### config.mk
export PLATFORM = sky130hd
export DESIGN_NAME = frame_sched
export DESIGN_NICKNAME = d
export VERILOG_FILES = /design/src/rtl/frame_sched.sv
export SDC_FILE = /design/constraint.sdc
export NUM_CORES = 1
export LEC_CHECK = 0
export CAP_MARGIN = 5
export CORE_ASPECT_RATIO = 2
export CORE_MARGIN = 5
export CORE_UTILIZATION = 51
export DETAILED_ROUTE_END_ITERATION = 7
export PLACE_DENSITY = 0.84
export REMOVE_ABC_BUFFERS = 1
export SYNTH_ARGS = -nofsm -noshare
export SYNTH_HDL_FRONTEND = slang
export SYNTH_SLANG_ARGS = --single-unit
export TNS_END_PERCENT = 50
### constraint.sdc
create_clock -name clk_in -period 1.9 [get_ports clk_in]
set_input_delay 0.38 -clock clk_in [delete_from_list [all_inputs] [get_ports clk_in]]
set_output_delay 0.38 -clock clk_in [all_outputs]
set_load 0.05 [all_outputs]
### src/rtl/frame_sched.sv
// -----------------------------------------------------------------------------
// frame_sched
//   Frame scheduler for the audio capture path. A divider turns clk_in into a
//   one-cycle frame_tick, not a derived clock. Each tick starts one capture
//   into cap_slot. When the capture engine reports cap_done, the frame is
//   committed to the display slot. The next capture slot is then chosen so that
//   it never collides with the slot on display.
//
// Ports
//   clk_in       in   1       system clock
//   rst          in   1       asynchronous, active-low reset
//   en           in   1       scheduling enable (level)
//   freeze       in   1       1 = hold the displayed slot, capture continues
//   clr_overrun  in   1       pulse, clears the sticky overrun flag
//   cap_done     in   1       pulse from the capture engine: frame written
//   frame_tick   out  1       one-cycle pulse every DIV cycles while en=1
//   cap_start    out  1       one-cycle pulse starting a capture into cap_slot
//   cap_slot     out  SLOT_W  slot being written by the capture engine
//   disp_slot    out  SLOT_W  last committed slot, for display
//   disp_valid   out  1       at least one frame has been committed
//   overrun      out  1       sticky: tick arrived while a capture was running
//   state        out  2       IDLE=0, ARM=1, CAPTURE=2, COMMIT=3
// -----------------------------------------------------------------------------
module frame_sched #(
  parameter int CLK_HZ    = 50_000_000,
  parameter int FRAME_HZ  = 2,
  parameter int NUM_SLOTS = 4,
  parameter int SLOT_W    = 2,
  parameter int CNT_W     = 26
) (
  input  logic              clk_in,
  input  logic              rst,
  input  logic              en,
  input  logic              freeze,
  input  logic              clr_overrun,
  input  logic              cap_done,
  output logic              frame_tick,
  output logic              cap_start,
  output logic [SLOT_W-1:0] cap_slot,
  output logic [SLOT_W-1:0] disp_slot,
  output logic              disp_valid,
  output logic              overrun,
  output logic [1:0]        state
);

  localparam int                DIV       = CLK_HZ / FRAME_HZ;
  localparam logic [CNT_W-1:0]  CNT_MAX   = CNT_W'(DIV - 1);
  localparam logic [CNT_W-1:0]  CNT_ZERO  = {CNT_W{1'b0}};
  localparam logic [CNT_W-1:0]  CNT_ONE   = CNT_W'(1);
  localparam logic [SLOT_W-1:0] SLOT_MAX  = SLOT_W'(NUM_SLOTS - 1);
  localparam logic [SLOT_W-1:0] SLOT_ZERO = {SLOT_W{1'b0}};
  localparam logic [SLOT_W-1:0] SLOT_ONE  = SLOT_W'(1);

  typedef enum logic [1:0] {
    ST_IDLE    = 2'd0,
    ST_ARM     = 2'd1,
    ST_CAPTURE = 2'd2,
    ST_COMMIT  = 2'd3
  } state_t;

  // Slot increment modulo NUM_SLOTS; NUM_SLOTS need not be a power of two.
  function automatic logic [SLOT_W-1:0] slot_inc(input logic [SLOT_W-1:0] s);
    if (s == SLOT_MAX) begin
      return SLOT_ZERO;
    end else begin
      return s + SLOT_ONE;
    end
  endfunction

  logic [CNT_W-1:0]  cnt_r;
  logic              tick_r;
  state_t            state_r,      state_s;
  logic              cap_start_r,  cap_start_s;
  logic [SLOT_W-1:0] cap_slot_r,   cap_slot_s;
  logic [SLOT_W-1:0] disp_slot_r,  disp_slot_s;
  logic              disp_valid_r, disp_valid_s;
  logic              overrun_r,    overrun_s;
  logic [SLOT_W-1:0] commit_disp_s;
  logic [SLOT_W-1:0] commit_cap_s;

  // Frame divider: counts 0..DIV-1 while enabled, tick registered after the wrap.
  always_ff @(posedge clk_in or negedge rst) begin
    if (!rst) begin
      cnt_r  <= CNT_ZERO;
      tick_r <= 1'b0;
    end else if (!en) begin
      cnt_r  <= CNT_ZERO;
      tick_r <= 1'b0;
    end else if (cnt_r == CNT_MAX) begin
      cnt_r  <= CNT_ZERO;
      tick_r <= 1'b1;
    end else begin
      cnt_r  <= cnt_r + CNT_ONE;
      tick_r <= 1'b0;
    end
  end

  // Commit slot selection: the display takes the captured slot unless frozen.
  // The next capture slot skips whatever ends up on display.
  always_comb begin
    commit_disp_s = freeze ? disp_slot_r : cap_slot_r;
    commit_cap_s  = slot_inc(cap_slot_r);
    if (commit_cap_s == commit_disp_s) begin
      commit_cap_s = slot_inc(commit_cap_s);
    end else begin
      commit_cap_s = commit_cap_s;
    end
  end

  // Scheduler next-state and next-output logic.
  always_comb begin
    state_s      = state_r;
    cap_start_s  = 1'b0;
    cap_slot_s   = cap_slot_r;
    disp_slot_s  = disp_slot_r;
    disp_valid_s = disp_valid_r;
    // Clear is applied first so a simultaneous new overrun below wins.
    overrun_s    = clr_overrun ? 1'b0 : overrun_r;

    case (state_r)
      ST_IDLE: begin
        if (en) begin
          state_s = ST_ARM;
        end else begin
          state_s = ST_IDLE;
        end
      end
      ST_ARM: begin
        if (!en) begin
          state_s = ST_IDLE;
        end else if (tick_r) begin
          state_s     = ST_CAPTURE;
          cap_start_s = 1'b1;
        end else begin
          state_s = ST_ARM;
        end
      end
      ST_CAPTURE: begin
        // en is deliberately ignored here: a started frame always completes.
        if (cap_done) begin
          state_s = ST_COMMIT;
        end else if (tick_r) begin
          overrun_s = 1'b1;
        end else begin
          state_s = ST_CAPTURE;
        end
      end
      ST_COMMIT: begin
        disp_slot_s = commit_disp_s;
        if (!freeze) begin
          disp_valid_s = 1'b1;
        end else begin
          disp_valid_s = disp_valid_r;
        end
        cap_slot_s = commit_cap_s;
        state_s    = en ? ST_ARM : ST_IDLE;
      end
      default: begin
        state_s = ST_IDLE;
      end
    endcase
  end

  // Scheduler state and registered outputs.
  always_ff @(posedge clk_in or negedge rst) begin
    if (!rst) begin
      state_r      <= ST_IDLE;
      cap_start_r  <= 1'b0;
      cap_slot_r   <= SLOT_ZERO;
      disp_slot_r  <= SLOT_ZERO;
      disp_valid_r <= 1'b0;
      overrun_r    <= 1'b0;
    end else begin
      state_r      <= state_s;
      cap_start_r  <= cap_start_s;
      cap_slot_r   <= cap_slot_s;
      disp_slot_r  <= disp_slot_s;
      disp_valid_r <= disp_valid_s;
      overrun_r    <= overrun_s;
    end
  end

  assign frame_tick = tick_r;
  assign cap_start  = cap_start_r;
  assign cap_slot   = cap_slot_r;
  assign disp_slot  = disp_slot_r;
  assign disp_valid = disp_valid_r;
  assign overrun    = overrun_r;
  assign state      = state_r;

endmodule

==> results.md, run 1 <==
- Worst-Skew Late Latency: 0.29 ns
- Num ports: 16
- Antenna viol nets, final: 0
- Routed wire length: 4070 um
- Worst setup EP type: flop
- Inst Count DP: 262
- Pre-CTS setup slack: -0.00384 ns
- Area growth syn-to-layout: 22.8%
- Clk sinks: 36
- Vias per inst: 5.71
- Ys Warns: 0
- Static Leak: 0.943 nW
- Vias: 1552
- Number of global-route vias before repair: 1585
- Gate Count Post-Synth: 186
- WP data arrival: 2.05 ns
- Met1 Resource Use GR: 0.195
- Fin. max-slew vios: 0
- FFs w/ async S/R, synth: 1.00
- Fin nets: 234
- Initial Utilization: 0.522
- Sequential element share of the synthesized area: 0.483
- Most frequent cells in the layout: dfrtp_1, buf_4, nor2_1
- Die height: 95.5 um
- Clk_skew: 0.00774 ns
- Finished Cell Area: 2290 sq um
- Finish-stage setup viols: 0
- Pwr dens: 734 nW/um^2
- Max Root-Sink Buffers: 2
- Die extent in x: 52.8 um
- Inserted Diodes: 0
- Outcome: completed
- CP required: 2.12 ns
- CTS root buf: clkbuf_8
- Core area: 3570 sq um
- Total CTS buffers: 5
- Post-synthesis register bit count: 36
- First DRT Iteration DRCs: 26
- Maximum number of pins on one net before global-route repair: 37
- Worst-case headroom to the max-slew limit: 0.669
- Layout cells sized above 1: 0.202
- Post-layout min period: 1.83 ns
- RSZ-0062 raised after global routing: yes
- Startpoint types: flop
- Critical Path Fanout Max: 12
- Max IR drop VDD: 0.000703 V
- Global routing usage on met3: 0.0438
- Fill count: 299
- Max Fclk: 0.548 GHz
- PortBufs: 15
- Final period util: 0.961
- Gr busiest metal: met2
- Mapped cell area: 1860 sq um
- DR WL/cell: 15.0 um
- Seq. cell area: 902 sq um
- Total grt overflow: 0
- Commonest non-fill, non-tap cell in the layout: dfrtp_1
- Max cap viols: 0
- Least-Margin Pin Slew: 0.495 ns
- Initial antenna violation count: 0
- Post-detail-place hpwl: 2990 um
- First-pass GRT wire length: 7110 um
- Area of the multi-input gates: 935 sq um
- Non-Filler Instances: 272
- HP Class: reg2reg
- DRC: 0
- CP Class: reg2reg
- Gpl congestion: 0.922
- Drt pass-1 iters: 4
- Syn_area_per_cell: 10.0 sq um
- Clock-pin slew on the worst setup and hold paths: 0.07 ns
- Met2 usage: 0.335
- Die Area: 5040 sq um
- Total routing usage reported by global routing: 0.191
- Post-synth cell types: 38
- Final hold violation count: 0
- Cell area after placement: 2150 sq um
- Number of H-tree branching levels: 2
- TritonCTS clock tree: built
- Ys flop type: dfrtp_1
- Post-synth EDFFs: 0
- Final Worst Setup Slack: 0.0743 ns
- Row count: 31
layout make-up:
class / count / area share
well taps: 49 / 0.0268
clock inverters: 2 / 0.00437
multi-input cells: 139 / 0.408
inverters: 7 / 0.0115
clock buffers: 6 / 0.0361
repair buffers: 33 / 0.119
flip-flops and latches: 36 / 0.394
flip-flops by register name, indices dropped and copies added (netlist names):
register and cells:
cnt_r 26, cap_slot 2, disp_slot 2, state 2, cap_start 1, disp_valid 1, frame_tick 1, overrun 1
critical path: stages, from the launching register on:
cell     delay, ns
dfrtp_2       0.42
nand3_4       0.08
or4_4         0.61
or4_1         0.52
a21oi_1       0.14
through the flow:
step	TNS (ns)	total power [W]	utilization	hold slack, ns
CTS	0	0.00170	0.629	0.473
global route	-0.0888	0.00176	0.641	0.488
detailed placement	-0.00384	0.00114	0.603	0.454
finish	0	0.00168	0.641	0.471
global placement	0	0.00113	0.603	0.451
floorplan	-6.86	0.00103	-	0.0844
final timing paths:
check	from	end	slack, ns	cells after the start
hold reg to reg	disp_valid	disp_valid	0.47	1
hold / removal	disp_valid	disp_valid	0.47	1
min in group asynchronous	rst	cnt_r[6]	0.50	2
setup reg to reg	cnt_r[10]	cnt_r[25]	0.07	4
setup / recovery	cnt_r[10]	cnt_r[25]	0.07	4
max in group asynchronous	rst	cnt_r[10]	1.06	2
per-layer routing:
metal | up-vias | routed length, um
li1 | 754 | -
met1 | 733 | 1450
met2 | 44 | 2230
met3 | 21 | 160
met4 | 0 | 235
met5 | - | 0
timing repair:
| item | in CTS | in global routing |
|---|---|---|
| hold buffers | 0 | 0 |
| buffers inserted | 0 | 2 |
| setup endpoints to repair | 0 | 19 |
| resized for setup | 0 | 6 |
cell families after synthesis:
logic type | share of synthesized area
AND/OR/NAND/NOR | 0.256
flip-flops | 0.483
AO/OA/AOI/OAI | 0.101
XOR/XNOR | 0.0752
buffers and inverters | 0.0275
adder cells (fa/ha/maj) | 0.0403
multiplexers | 0.0174
synthesized netlist by cell type (3+ instances only):
library cell  number  share of area
dfrtp_1           36           0.48
nor2_1            22          0.044
nand2_1           12          0.024
a21oi_1           11          0.030
nand3_1           10          0.027
xnor2_1            8          0.038
xor2_1             8          0.038
inv_1              7          0.014
nand4_1            7          0.023
nor4_1             7          0.023
o31ai_1            7          0.028
or4_1              7          0.028
ha_1               6          0.040
and4_1             3          0.014
nand2b_1           3          0.010
o21ai_0            3         0.0081
power breakdown:
| group | internal, W | total (W) | switching [W] |
|---|---|---|---|
| Sequential | 0.000795 | 0.000834 | 0.0000388 |
| Clock | 0.000289 | 0.000560 | 0.000271 |
| Combinational | 0.000103 | 0.000287 | 0.000183 |
(Power assumes the default switching activity.)
==> inputs of run 2 (changes only) <==
Settings changed: CORE_UTILIZATION 51 to 55, PLACE_DENSITY 0.84 to 0.85.
Clock period 1.9 ns to 2.2 ns, I/O delays scaled along.
==> results.md, run 2 (synthesis results as in run 1) <==
- Worst setup EP type: primary output
- Most frequent cells in the layout: dfrtp_1, nor2_1, clkdlybuf4s50_1
- Vias: 1461
- Post-layout min period: 2.04 ns
- Number of global-route vias before repair: 1485
- WP data arrival: 1.60 ns
- Clk sinks: 36
- Pwr dens: 654 nW/um^2
- Inserted Diodes: 0
- Reg with most FFs: cnt_r
- First DRT Iteration DRCs: 25
- Critical Path Fanout Max: 8
- Max Root-Sink Buffers: 2
- Die extent in x: 51.2 um
- DR WL/cell: 15.1 um
- Delay-heaviest family, CP: buffers and inverters
- First-pass GRT wire length: 6260 um
- Initial Utilization: 0.558
- Max Fclk: 0.491 GHz
- CTS root buf: clkbuf_8
- Worst-Skew Late Latency: 0.29 ns
- Die Area: 4720 sq um
- Drt pass-1 iters: 4
- Least-Margin Pin Slew: 0.499 ns
- Largest register FFs: 26
- Die height: 92.3 um
- RSZ-0062 raised after global routing: no
- Pre-CTS setup slack: 0.253 ns
- R2R depth: 4
- Layout cells sized above 1: 0.0821
- Origin of the worst min-delay path: disp_valid
- Number of H-tree branching levels: 2
- Routed met1 length: 1380 um
- Reg2Reg Launch Point: cnt_r[8]
- Static Leak: 0.849 nW
- Final Worst Setup Slack: 0.165 ns
- Post-CTS Hold Fix Bufs: 0
- Slowest CP cell: clkdlybuf4s50_1
- Row count: 30
- Worst path buffer plus inverter count: 1
- CP Class: reg2out
- Fin nets: 219
- Setup TNS: 0 ns
- Fin. max-slew vios: 0
- Vias per inst: 6.11
- Total CTS buffers: 5
- Maximum number of pins on one net before global-route repair: 37
- Final period util: 0.925
- Met2 Routed Length: 2030 um
- TritonCTS clock tree: built
- Startpoint types: flop
- Crit Reg-Reg Endpoint: cnt_r[25]
- Routed wire length: 3620 um
- HP Class: reg2reg
- Setup Fix Bufs, Post-CTS: 0
- Total grt overflow: 0
- Worst-case headroom to the max-slew limit: 0.666
- Total routing usage reported by global routing: 0.175
- Reg2reg setup slack: 0.27 ns
- Finish-stage setup viols: 0
- Resize count post-CTS: 0
- Crit path cell chain: clkdlybuf4s50_1
- Post-detail-place hpwl: 2690 um
- Metal3 WL: 118 um
- Final Util: 0.637
- Num ports: 16
- Clk_skew: 0.00815 ns
- PortBufs: 15
- Clock-pin slew on the worst setup and hold paths: 0.07 ns
- Outcome: completed
- CP required: 1.76 ns
- Area growth syn-to-layout: 14.2%
- Worst stage delay on the critical path: 0.85 ns
- Worst hold path depth: 1
- Final hold violation count: 0
- WHS Endpoint: disp_valid
- Highest routed layer: met4
- Antenna viol nets, final: 0
- Gpl congestion: 0.852
- DRC: 0
- Core area: 3340 sq um
- Initial antenna violation count: 0
- Fill count: 278
- Max cap viols: 0
- Max IR drop VDD: 0.000359 V
- Commonest non-fill, non-tap cell in the layout: dfrtp_1
==> run 2: cell count changes in the layout (fill, tap and decap cells not counted), sizes merged <==
| cell | before | now |
|---|---|---|
| buf | 25 | 3 |
| clkdlybuf4s50 | 8 | 15 |
| clkinv | 2 | 1 |
==> run 2: cell type report <==
type,instances,area [sq um],share of cell area
Timing Repair Buffer,18,173,0.0811
Tap cell,32,40.0,0.0188
Multi-Input combinational cell,139,912,0.428
Clock buffer,6,72.6,0.0341
Clock inverter,1,5.00,0.00235
Sequential cell,36,901,0.423
Inverter,7,26.3,0.0123
==> run 2: how the worst max path moves through the flow <==
stage	start	endpoint	slack, ns	depth (start not counted)
finish	cap_slot[0]	cap_slot[0]	0.16	1
global route	cap_slot[0]	cap_slot[0]	0.10	1
CTS	cap_slot[0]	cap_slot[0]	0.16	1
detailed placement	freeze	cap_slot[0]	0.25	5
global placement	freeze	cap_slot[0]	0.30	5
floorplan	cnt_r[0]	cnt_r[10]	0.01	5
==> run 2: per-layer routing <==
layer	GRT usage	vias up
met5	0	-
met4	0.0876	0
met3	0.0451	8
met2	0.315	27
met1	0.180	707
li1	-	719
==> run 2: per-stage QoR <==
step | std cells | hold slack [ns] | power, W | cell area, sq um
floorplan | 182 | 0.144 | 0.000887 | 1840
global placement | 232 | 0.451 | 0.000976 | 2050
detailed placement | 232 | 0.453 | 0.000981 | 2050
CTS | 239 | 0.471 | 0.00141 | 2130
global route | 239 | 0.512 | 0.00147 | 2130
finish | 239 | 0.467 | 0.00139 | 2130
==> run 2: where the power goes <==
group | switching [W] | leakage [nW] | internal [W]
combinational | 0.000153 | 0.318 | 0.0000932
clock | 0.000211 | 0.0410 | 0.000215
sequential | 0.0000325 | 0.491 | 0.000687
total | 0.000397 | 0.849 | 0.000995
==> inputs of run 3 (changes only) <==
Clock period 2.2 ns to 2 ns, I/O delays scaled along.
==> results.md, run 3 (synthesis results as in run 1) <==
- Clock share of power: 0.393
- Worst stage delay on the critical path: 0.83 ns
- Least-Margin Pin Slew: 0.502 ns
- Inserted Diodes: 0
- Post-detail-place hpwl: 2860 um
- Worst hold path depth: 1
- DR WL/cell: 15.8 um
- Final Worst Setup Slack: 0.0654 ns
- Largest register FFs: 26
- Row count: 30
- Finished Cell Area: 2230 sq um
- Die Area: 4720 sq um
- WP data arrival: 1.53 ns
- HP Class: reg2reg
- Critical Path Fanout Max: 5
- Total CTS buffers: 5
- Vias per inst: 6.22
- Area of the multi-input gates: 918 sq um
- Max cap viols: 0
- Slowest CP cell: clkdlybuf4s50_1
- Final period util: 0.967
- Layout cells sized above 1: 0.135
- Initial Utilization: 0.558
- Gpl congestion: 0.858
- Final hold violation count: 0
- Worst-case headroom to the max-slew limit: 0.665
- Worst setup EP type: primary output
- Highest routed layer: met4
- Crit Reg-Reg Endpoint: cnt_r[25]
- Post-CTS Hold Fix Bufs: 0
- Sw frac: 0.260
- Clock-pin slew on the worst setup and hold paths: 0.07 ns
- Vias: 1537
- Reg with most FFs: cnt_r
- Outcome: completed
- Antenna viol nets, final: 0
- First-pass GRT wire length: 7140 um
- Fin nets: 226
- Seq. cell area: 901 sq um
- DRC: 0
- Finish-stage setup viols: 0
- Pre-CTS setup slack: 0.0639 ns
- Gate power share: 0.155
- Maximum number of pins on one net before global-route repair: 37
- Initial antenna violation count: 0
- Area growth syn-to-layout: 19.9%
- Commonest non-fill, non-tap cell in the layout: dfrtp_1
- Clk sinks: 36
- Number of H-tree branching levels: 2
- Reg2reg setup slack: 0.07 ns
- Number of global-route vias before repair: 1627
- Met2 Routed Length: 2190 um
- CP required: 1.60 ns
- Num ports: 16
- Total grt overflow: 0
- Max Root-Sink Buffers: 2
- Routed wire length: 3900 um
- Startpoint types: flop
- Hold slack: 0.470 ns
- TritonCTS clock tree: built
- Metal3 WL: 125 um
- First DRT Iteration DRCs: 32
- Worst-Skew Late Latency: 0.29 ns
- Post-layout min period: 1.93 ns
- WHS Endpoint: disp_valid
- Crit path cell chain: clkdlybuf4s50_1
- PortBufs: 15
- Net switching power: 0.000456 W
- Cell area after placement: 2100 sq um
- Drt pass-1 iters: 4
- Core area: 3340 sq um
- Sequential power share: 0.452
- Pint: 0.00130 W
- Worst setup startpoint: state[1]
- Reg2Reg Launch Point: cnt_r[15]
- CP Class: reg2out
- Fill count: 260
- Static Leak: 0.920 nW
- Die extent in x: 51.2 um
- Fin. max-slew vios: 0
- Die height: 92.3 um
- Worst path buffer plus inverter count: 1
- Routed met1 length: 1390 um
- CTS root buf: clkbuf_8
- Max Fclk: 0.517 GHz
- RSZ-0062 raised after global routing: yes
- Delay-heaviest family, CP: buffers and inverters
- Pwr dens: 784 nW/um^2
- Clk_skew: 0.0101 ns
- Max IR drop VDD: 0.000688 V
- Origin of the worst min-delay path: disp_valid
- Most frequent cells in the layout: dfrtp_1, nor2_1, nand2_1, clkdlybuf4s50_1, buf_4
- R2R depth: 4
- Total routing usage reported by global routing: 0.196
==> run 3: per-stage QoR <==
| stage | util | total power, W | instances | TNS [ns] |
|---|---|---|---|---|
| 2_1_floorplan | - | 0.000976 | 182 | -4.36 |
| 3_3_place_gp | 0.628 | 0.00107 | 239 | 0 |
| 3_5_place_dp | 0.628 | 0.00108 | 239 | 0 |
| 4_1_cts | 0.666 | 0.00177 | 247 | 0 |
| 5_1_grt | 0.669 | 0.00183 | 247 | -0.00324 |
| 6_report | 0.669 | 0.00175 | 247 | 0 |
==> run 3: area by class of cell <==
| class | instances | area share |
|---|---|---|
| multi-input cells | 139 | 0.411 |
| flip-flops and latches | 36 | 0.403 |
| repair buffers | 25 | 0.0997 |
| clock buffers | 7 | 0.0431 |
| well taps | 32 | 0.0179 |
| clock inverters | 1 | 0.0134 |
| inverters | 7 | 0.0118 |
==> run 3: timing repair <==
action,in CTS,in global routing
endpoints found under the setup margin,0,4
buffers inserted,0,0
gates resized for setup,0,2
hold endpoints to repair,0,0
==> run 3: power by group through the flow <==
stage	logic, W	registers (W)	clock network [W]
after floorplan	0.0000966	0.000879	0
after global placement	0.000269	0.000805	0
after detailed placement	0.000274	0.000807	0
after CTS	0.000275	0.000793	0.000703
after global routing	0.000298	0.000799	0.000734
final	0.000271	0.000792	0.000689
==> run 3: per-layer routing <==
metal | up-vias | global-route usage
met5 | - | 0
met4 | 0 | 0.117
met3 | 20 | 0.0403
met2 | 37 | 0.353
met1 | 750 | 0.197
li1 | 730 | -
==> run 3: worst max-delay path by stage <==
| stage | endpoint | cells past startpoint | slack, ns |
|---|---|---|---|
| detailed placement | cnt_r[25] | 4 | 0.06 |
| CTS | state[0] | 1 | 0.04 |
| global route | cnt_r[18] | 5 | -0.003 |
| floorplan | cnt_r[10] | 5 | -0.19 |
| finish | state[1] | 1 | 0.07 |
| global placement | cnt_r[25] | 4 | 0.13 |
